[src/rtl/rf_write_driver_pkg.sv]
// Shared types and default widths for the register-file write driver.
// The default widths follow the REG_FILE depth and word constants used in test_util.
package rf_write_driver_pkg;

  localparam int unsigned RWD_ADDR_W = 6;
  localparam int unsigned RWD_DATA_W = 16;
  localparam int unsigned RWD_CNT_W  = 7;
  localparam int unsigned RWD_DLY_W  = 6;

  typedef enum logic [1:0] {
    S_IDLE   = 2'd0,
    S_DELAY  = 2'd1,
    S_WRITE  = 2'd2,
    S_FINISH = 2'd3
  } rwd_state_t;

  typedef struct packed {
    logic [RWD_ADDR_W-1:0] start;
    logic [RWD_ADDR_W-1:0] stride;
    logic [RWD_CNT_W-1:0]  count;
    logic [RWD_DLY_W-1:0]  delay;
  } rwd_cmd_t;

endpackage

[src/rtl/rwd_addr_gen.sv]
// AGU-style linear address generator with a remaining-beat counter.
// The address wraps modulo 2**ADDR_W in both directions.
module rwd_addr_gen #(
  parameter int unsigned ADDR_W = 6,
  parameter int unsigned CNT_W  = 7
) (
  input  logic              clk,
  input  logic              rst,
  input  logic              load,
  input  logic [ADDR_W-1:0] start,
  input  logic [ADDR_W-1:0] stride,
  input  logic [CNT_W-1:0]  count,
  input  logic              step,
  output logic [ADDR_W-1:0] cur_addr,
  output logic              last
);

  logic [ADDR_W-1:0] stride_q;
  logic [CNT_W-1:0]  remaining;

  always_ff @(posedge clk) begin
    if (rst) begin
      cur_addr  <= '0;
      stride_q  <= '0;
      remaining <= '0;
    end else if (load) begin
      cur_addr  <= start;
      stride_q  <= stride;
      remaining <= count;
    end else if (step) begin
      // a negative stride is its two's complement, so plain addition wraps correctly
      cur_addr  <= cur_addr + stride_q;
      remaining <= remaining - 1'b1;
    end
  end

  assign last = (remaining == CNT_W'(1));

endmodule

[src/rtl/rf_write_driver.sv]
// Drives one register-file write port with a linear burst pattern.
// Burst commands and write data both arrive over valid/ready.
module rf_write_driver
  import rf_write_driver_pkg::*;
#(
  parameter int unsigned ADDR_W = RWD_ADDR_W,
  parameter int unsigned DATA_W = RWD_DATA_W,
  parameter int unsigned CNT_W  = RWD_CNT_W,
  parameter int unsigned DLY_W  = RWD_DLY_W
) (
  input  logic              clk,
  input  logic              rst,
  input  logic              cmd_valid,
  output logic              cmd_ready,
  input  logic [ADDR_W-1:0] cmd_start,
  input  logic [ADDR_W-1:0] cmd_stride,
  input  logic [CNT_W-1:0]  cmd_count,
  input  logic [DLY_W-1:0]  cmd_delay,
  input  logic              din_valid,
  output logic              din_ready,
  input  logic [DATA_W-1:0] din_data,
  output logic              wr_en,
  output logic [ADDR_W-1:0] wr_addr,
  output logic [DATA_W-1:0] wr_data,
  output logic              busy,
  output logic              done,
  output logic [15:0]       wr_total
);

  rwd_state_t        state, next_state;
  logic [DLY_W-1:0]  dly_cnt;
  logic [ADDR_W-1:0] cur_addr;
  logic              last;
  logic              cmd_fire;
  logic              accept;

  assign cmd_ready = (state == S_IDLE);
  assign din_ready = (state == S_WRITE);
  assign busy      = (state != S_IDLE);
  assign cmd_fire  = cmd_valid && cmd_ready;
  assign accept    = din_valid && din_ready;

  rwd_addr_gen #(
    .ADDR_W (ADDR_W),
    .CNT_W  (CNT_W)
  ) u_addr_gen (
    .clk      (clk),
    .rst      (rst),
    .load     (cmd_fire),
    .start    (cmd_start),
    .stride   (cmd_stride),
    .count    (cmd_count),
    .step     (accept),
    .cur_addr (cur_addr),
    .last     (last)
  );

  always_ff @(posedge clk) begin
    if (rst) state <= S_IDLE;
    else     state <= next_state;
  end

  always_comb begin
    next_state = state;
    unique case (state)
      S_IDLE: begin
        if (cmd_fire) begin
          if (cmd_count == '0)      next_state = S_FINISH;
          else if (cmd_delay == '0) next_state = S_WRITE;
          else                      next_state = S_DELAY;
        end
      end
      S_DELAY:  if (dly_cnt == DLY_W'(1)) next_state = S_WRITE;
      S_WRITE:  if (accept && last)       next_state = S_IDLE;
      S_FINISH: next_state = S_IDLE;
      default:  next_state = S_IDLE;
    endcase
  end

  // outputs are registered so done lines up with the final wr_en of the burst
  always_ff @(posedge clk) begin
    if (rst) begin
      dly_cnt  <= '0;
      wr_en    <= 1'b0;
      wr_addr  <= '0;
      wr_data  <= '0;
      done     <= 1'b0;
      wr_total <= '0;
    end else begin
      if (cmd_fire)               dly_cnt <= cmd_delay;
      else if (state == S_DELAY)  dly_cnt <= dly_cnt - 1'b1;
      wr_en <= accept;
      done  <= (state == S_FINISH) || (accept && last);
      if (accept) begin
        wr_addr <= cur_addr;
        wr_data <= din_data;
        if (wr_total != 16'hFFFF) wr_total <= wr_total + 16'd1;
      end
    end
  end

endmodule

[config.mk]
export PLATFORM = sky130hd
export DESIGN_NAME = rf_write_driver
export DESIGN_NICKNAME = d
export VERILOG_FILES = /design/src/rtl/rf_write_driver_pkg.sv /design/src/rtl/rwd_addr_gen.sv /design/src/rtl/rf_write_driver.sv
export SDC_FILE = /design/constraint.sdc
export NUM_CORES = 1
export LEC_CHECK = 0
export CELL_PAD_IN_SITES_DETAIL_PLACEMENT = 0
export CELL_PAD_IN_SITES_GLOBAL_PLACEMENT = 2
export CORE_ASPECT_RATIO = 0.7
export CORE_MARGIN = 5
export CORE_UTILIZATION = 30
export CTS_CLUSTER_DIAMETER = 100
export CTS_CLUSTER_SIZE = 16
export DETAILED_ROUTE_END_ITERATION = 8
export GPL_ROUTABILITY_DRIVEN = 0
export HOLD_SLACK_MARGIN = 0.02
export PLACE_DENSITY_LB_ADDON = 0.1
export SLEW_MARGIN = 20
export SYNTH_ARGS = -nofsm -noshare
export SYNTH_HDL_FRONTEND = slang
export SYNTH_SLANG_ARGS = --single-unit
export TNS_END_PERCENT = 20
[constraint.sdc]
create_clock -name clk -period 3.9 [get_ports clk]
set_input_delay 0.78 -clock clk [delete_from_list [all_inputs] [get_ports clk]]
set_output_delay 0.78 -clock clk [all_outputs]
set_load 0.02 [all_outputs]
# Word-level counts from Yosys, hierarchy flattened
# Index checks and enable logic that the tools add are counted.
# W data, S select, Z words.
[totals]
word_cells = 47
register_bits = 67
out_inout_bits = 43
inputBits = 45
[classes]
n_reduce_logical = 12
addsub = 4
mux = 12
n_eq_ne = 9
[op_table]
columns = ["operator", "count"]
rows = [
  ["$mux W6", 4],
  ["$add A16 B1 Y16 const B", 1],
  ["$ne A16 B16 Y1 const B", 1],
  ["$mux W7", 2],
  ["$mux W2", 5],
  ["$pmux W2 S4", 1],
  ["$eq A7 B1 Y1 const B", 1],
  ["$logic_not A7 Y1", 1],
  ["$sub A7 B1 Y7 const B", 1],
  ["$add A6 B6 Y6", 1],
  ["$eq A6 B1 Y1 const B", 1],
  ["$logic_not A6 Y1", 1],
  ["$reduce_bool A2 Y1", 3],
  ["$sub A6 B1 Y6 const B", 1],
  ["$eq A2 B2 Y1 const B", 2],
  ["$ne A2 B1 Y1 const B", 2],
  ["$logic_and A1 B1 Y1", 3],
  ["$reduce_and A3 Y1", 1],
  ["$eq A2 B1 Y1 const B", 1],
  ["$logic_not A2 Y1", 1],
  ["$ne A2 B2 Y1 const B", 1],
  ["$reduce_and A2 Y1", 1],
  ["$logic_or A1 B1 Y1", 1],
]

# Longest topological paths before layout
[depth]
ltp_word = 5
mapped_depth = 7
ltp_nobuf = 7

# Cells and area by module
# From an unflattened synthesis, not the netlist that was laid out.
[hier_totals]
hier_cells = 396
hier_area_um2 = 3221.8
[by_module_without_submodules]
columns = ["module", "cells_per_inst", "area_per_inst_um2", "seq_area_each_um2", "instances"]
rows = [
  ["rf_write_driver", 275, 2163.3, 960.9, 1],
  ["rwd_addr_gen", 121, 1058.5, 380.4, 1],
]

# Worst setup path before layout
# Ideal clock, no wire load.
[synth_path]
kind = "input to register"
from = "in cmd_valid"
to = "reg u_addr_gen.cur_addr[4]"
stages = 5
slack_ns = 2.049
setup_time_ns = 0.074
t_required_ns = 3.826
arrival_ns = 1.777
path_buffers = 2
path_cell_list = "buf_2 -> nor3b_1 -> buf_2 -> a22oi_1 -> a31oi_1"
[synth_between]
elab_chain_cells = 2
elab_cells_between_ends = 3
classes_between = "mux: 1; reduce/logical: 2"
[synth_lines]
columns = ["item", "line", "text"]
rows = [
  ["from (decl)", "rf_write_driver.sv:13", "input logic cmd_valid,"],
  ["$logic_and A1 B1 Y1 *", "rf_write_driver.sv:40", "assign cmd_fire = cmd_valid && cmd_ready;"],
  ["$mux W6 / $reduce_bool A2 Y1 (equally long branches)", "n/a", ""],
  ["to (signal assigned)", "rwd_addr_gen.sv:27", "cur_addr <= start;"],
  ["to (signal assigned)", "rwd_addr_gen.sv:32", "cur_addr <= cur_addr + stride_q;"],
  ["to (decl)", "rwd_addr_gen.sv:14", "output logic [ADDR_W-1:0] cur_addr,"],
]
# Every way passes the cells marked *; elsewhere a longest branch is shown, timed or not.
# A chain may end at the register's enable or synchronous reset.

# Worst setup path after layout
[layout_path]
from = "reg state[1]"
to = "out din_ready"
[layout_between]
elab_chain_cells = 1
[layout_lines]
columns = ["item", "line", "text"]
rows = [
  ["from (decl)", "rf_write_driver.sv:30", "rwd_state_t state, next_state;"],
  ["from (signal assigned)", "rf_write_driver.sv:60", "else state <= next_state;"],
  ["$eq A2 B2 Y1", "rf_write_driver.sv:38", "assign din_ready = (state == S_WRITE);"],
  ["to (decl)", "rf_write_driver.sv:20", "output logic din_ready,"],
]
# No other way between the ends.

==> results.ini <==
[final_layout]
final_core_util_pct = 42.16
fillers = 1126
finalInstanceArea_um2 = 4592
finalNonFillerCells = 642
syn_to_final_growth_pct = 38.80
final_layout_size_suffix_gt1_share_pct = 6.544
n_antenna_cell = 0
finalNetCount = 542

[critical_path]
reg2regPathDepth = 4
arrival_ns = 2.00
timing.critical_path.fanout_max = 21
worst-path-stages = 2
crit_chain = nor2b_1, clkdlybuf4s50_1
crit_buf_inv = 1
start_kind = register
endpoint_kind = output port
crit_required_ns = 3.12
critPathTopFamily = flip-flops
cpMaxStageDelayCell = dfxtp_1
critPathMaxStageDelay_ns = 0.78
path_class = register to output port

[logic_synthesis]
synth_async_sr_flop_share_pct = 0
synth_mux_area_share_pct = 2.307
synthFlopType = dfxtp_1
postSynthNetCount = 465
synth_top_family_by_area = simple AND/OR/NAND/NOR gates
synth_edf_count = 0
synth_top_area_share_pct = 40.54
synthXorXnorAreaFrac_pct = 0.7943
synth-adder-area-share_pct = 4.387
syn_area_um2 = 3308
ys_warn_count = 0
syn_inst = 409
synth-seq-cells = 67
synthSimpleGateAreaFrac_pct = 26.10
synth-compound-area-share_pct = 20.27
yosys-top-cells-area = dfxtp_1, a21oi_1, nand2_1
syn_avg_cell_area_um2 = 8.088
synth_cell_types = 55
yosys.area.top_type = dfxtp_1
yosysSeqAreaShare_pct = 40.54

[placement]
place_area_um2 = 4275
dp_hpwl_mm = 6.643
placed_cells = 628
portBuffers = 87

[floorplan]
die_w_um = 135.5
start_util_pct = 30.38
pin_count = 88
die_area_um2 = 13260
core_um2 = 10890
die-height_um = 97.86
row_count = 32

[global_routing]
grt_max_degree = 53
grt_use_met1_pct = 19.48
grt_pass1_vias = 3010
grt_usage_pct = 14.51
grt_pass1_wl_mm = 15.37
top_usage_layer = met2
antenna_found_initial = 0
gr-total-overflow = 0
use_met3_pct = 5.355
use_met2_pct = 21.75

[clocking]
cts_setup_buffers = 0
numCtsBuffers = 9
cts_hold_buf = 0
cts_buffer_depth = 2
cts.reportedPaths.clkPinSlew_ns = 0.05
cts.repair.resized = 0
cts_tree = built
htreeDepth = 3
cts_root_buffer = clkbuf_16
cts.sinks = 67
clk_latency_ns = 0.33

[sta]
max_clock_freq_ghz = 0.3599
whs_ns = 0.4513
fin_crit_sh_pct = 71.25
final_hold_viol_count = 0
setup_tns_ns = 0
period_needed_ns = 2.779
worst_slew_pin_slew_ns = 1.020
final-setup-viol-count = 0
rsz0062_at_grt = no
drv_slew = 0
max_slew_margin_pct = 32.00
clock-skew-final_ns = 0.003920

[power_and_ir_drop]
p_leak_nw = 1.611
peakVddDrop_mv = 0.2158
cellPowerDensity_nw_per_um2 = 399.1

[min_path]
hold_path_class = register to register
holdPathStages = 2

[routing]
wl_per_cell_um = 14.90
drt-pass1-iter-count = 4
drc = 0
antenna_left = 0
wirelength_mm = 9.569
num_vias = 3167
dr.first_iter.drc_count = 138
vias_per_cell = 4.933

[run_status]
status = completed

[run]
max-cap-violations = 0

## tightest hold or removal path, delay by kind of cell, from the launching register on
kind,cells,cell delay [ns]
compound gates,1,0.05
flops,1,0.30
simple gates,1,0.05
## cells in the mapped netlist (3+ instances only)
cell,number
nor2b_1,12
and3_1,5
o22ai_1,3
a32oi_1,3
a211oi_1,5
and4_1,5
nand2_1,70
a22oi_1,3
ha_1,10
or3_1,6
a221oi_1,5
a31oi_1,7
nand2b_1,3
nand3_1,9
nor3_1,4
o21ai_0,15
clkbuf_1,14
mux2_2,5
nor2_1,24
nand4_1,8
a21oi_1,54
buf_2,7
inv_1,16
or4_1,6
dfxtp_1,67
o211ai_1,4
nor4_1,3
## path summary, 6_finish.rpt
path                  end  slack (ns)        from
max             din_ready        1.12    state[1]
min            wr_addr[5]        0.45  wr_addr[5]
max reg2reg  wr_total[15]        1.45    state[1]
min reg2reg    wr_addr[5]        0.45  wr_addr[5]
## cells in the final DEF, fill, tap and decap left out, drive strengths merged, types with 2 or more instances in the layout
cell type      Yosys  layout
dfxtp             67      67
nor3               4       4
a31oi              7       7
o22ai              3       3
nand3             11      11
buf               11       5
nand2b             3       3
nand3b             2       2
nor2              25      25
bufinv             0       2
o21a               2       2
nand4              8       8
nand2             70      70
ha                10      10
o21ai             15      15
nor2b             12      12
or3                6       6
a32oi              3       3
mux2               5       5
xnor2              2       2
o211ai             4       4
inv               16      16
a221oi             5       5
and2               2       2
mux2i              2       2
and4               6       6
a21oi             54      54
a22oi              3       3
a211oi             5       5
clkbuf            14      12
or4                6       6
clkdlybuf4s50      0      86
and3               5       5
nor4               3       3
or2                2       2
## routing by layer
metal	up-vias	routed length, um
li1	1620	-
met1	1476	4669
met4	0	104
met5	-	0
met3	11	587
met2	60	4207
## per-stage QoR
step	power, mW	setup WS, ns
floorplan	0.8738	2.049
global placement	0.9656	1.017
detailed placement	0.9669	0.9682
CTS	1.860	1.107
global route	1.914	1.040
finish	1.833	1.121
## sequential cells by signal, indices dropped and copies added (netlist names), 2 cells and up
signal / cells
dly_cnt: 6
state: 2
u_addr_gen.cur_addr: 6
u_addr_gen.remaining: 7
u_addr_gen.stride_q: 6
wr_addr: 6
wr_data: 16
wr_total: 16
## kinds of logic (layout without fill, tap and decap cells)
| family | after synthesis | after routing |
|---|---|---|
| and+or+nand+nor | 169 | 169 |
| AOI/OAI and AO/OA | 111 | 111 |
| DFF | 67 | 67 |
| buffers and inverters | 41 | 121 |
| adders and majority gates | 11 | 11 |
| muxes | 7 | 7 |
| xor gates and xnor gates | 3 | 3 |
## cell type report
| cell class | instances | area (um2) | share of cell area, % |
|---|---|---|---|
| Tap cell | 153 | 191.4 | 4.169 |
| Clock inverter | 2 | 60.06 | 1.308 |
| Timing Repair Buffer | 91 | 895.9 | 19.51 |
| Sequential cell | 67 | 1341 | 29.21 |
| Inverter | 16 | 60.06 | 1.308 |
| Clock buffer | 12 | 256.5 | 5.586 |
| Multi-Input combinational cell | 301 | 1787 | 38.91 |
## power breakdown
group	leakage (nW)	internal, mW	switching, mW	total, mW
sequential	0.544	0.710	0.0270	0.737
combinational	0.911	0.105	0.108	0.213
clock	0.155	0.588	0.295	0.883
Note: power is estimated with default switching activity, not from simulation.
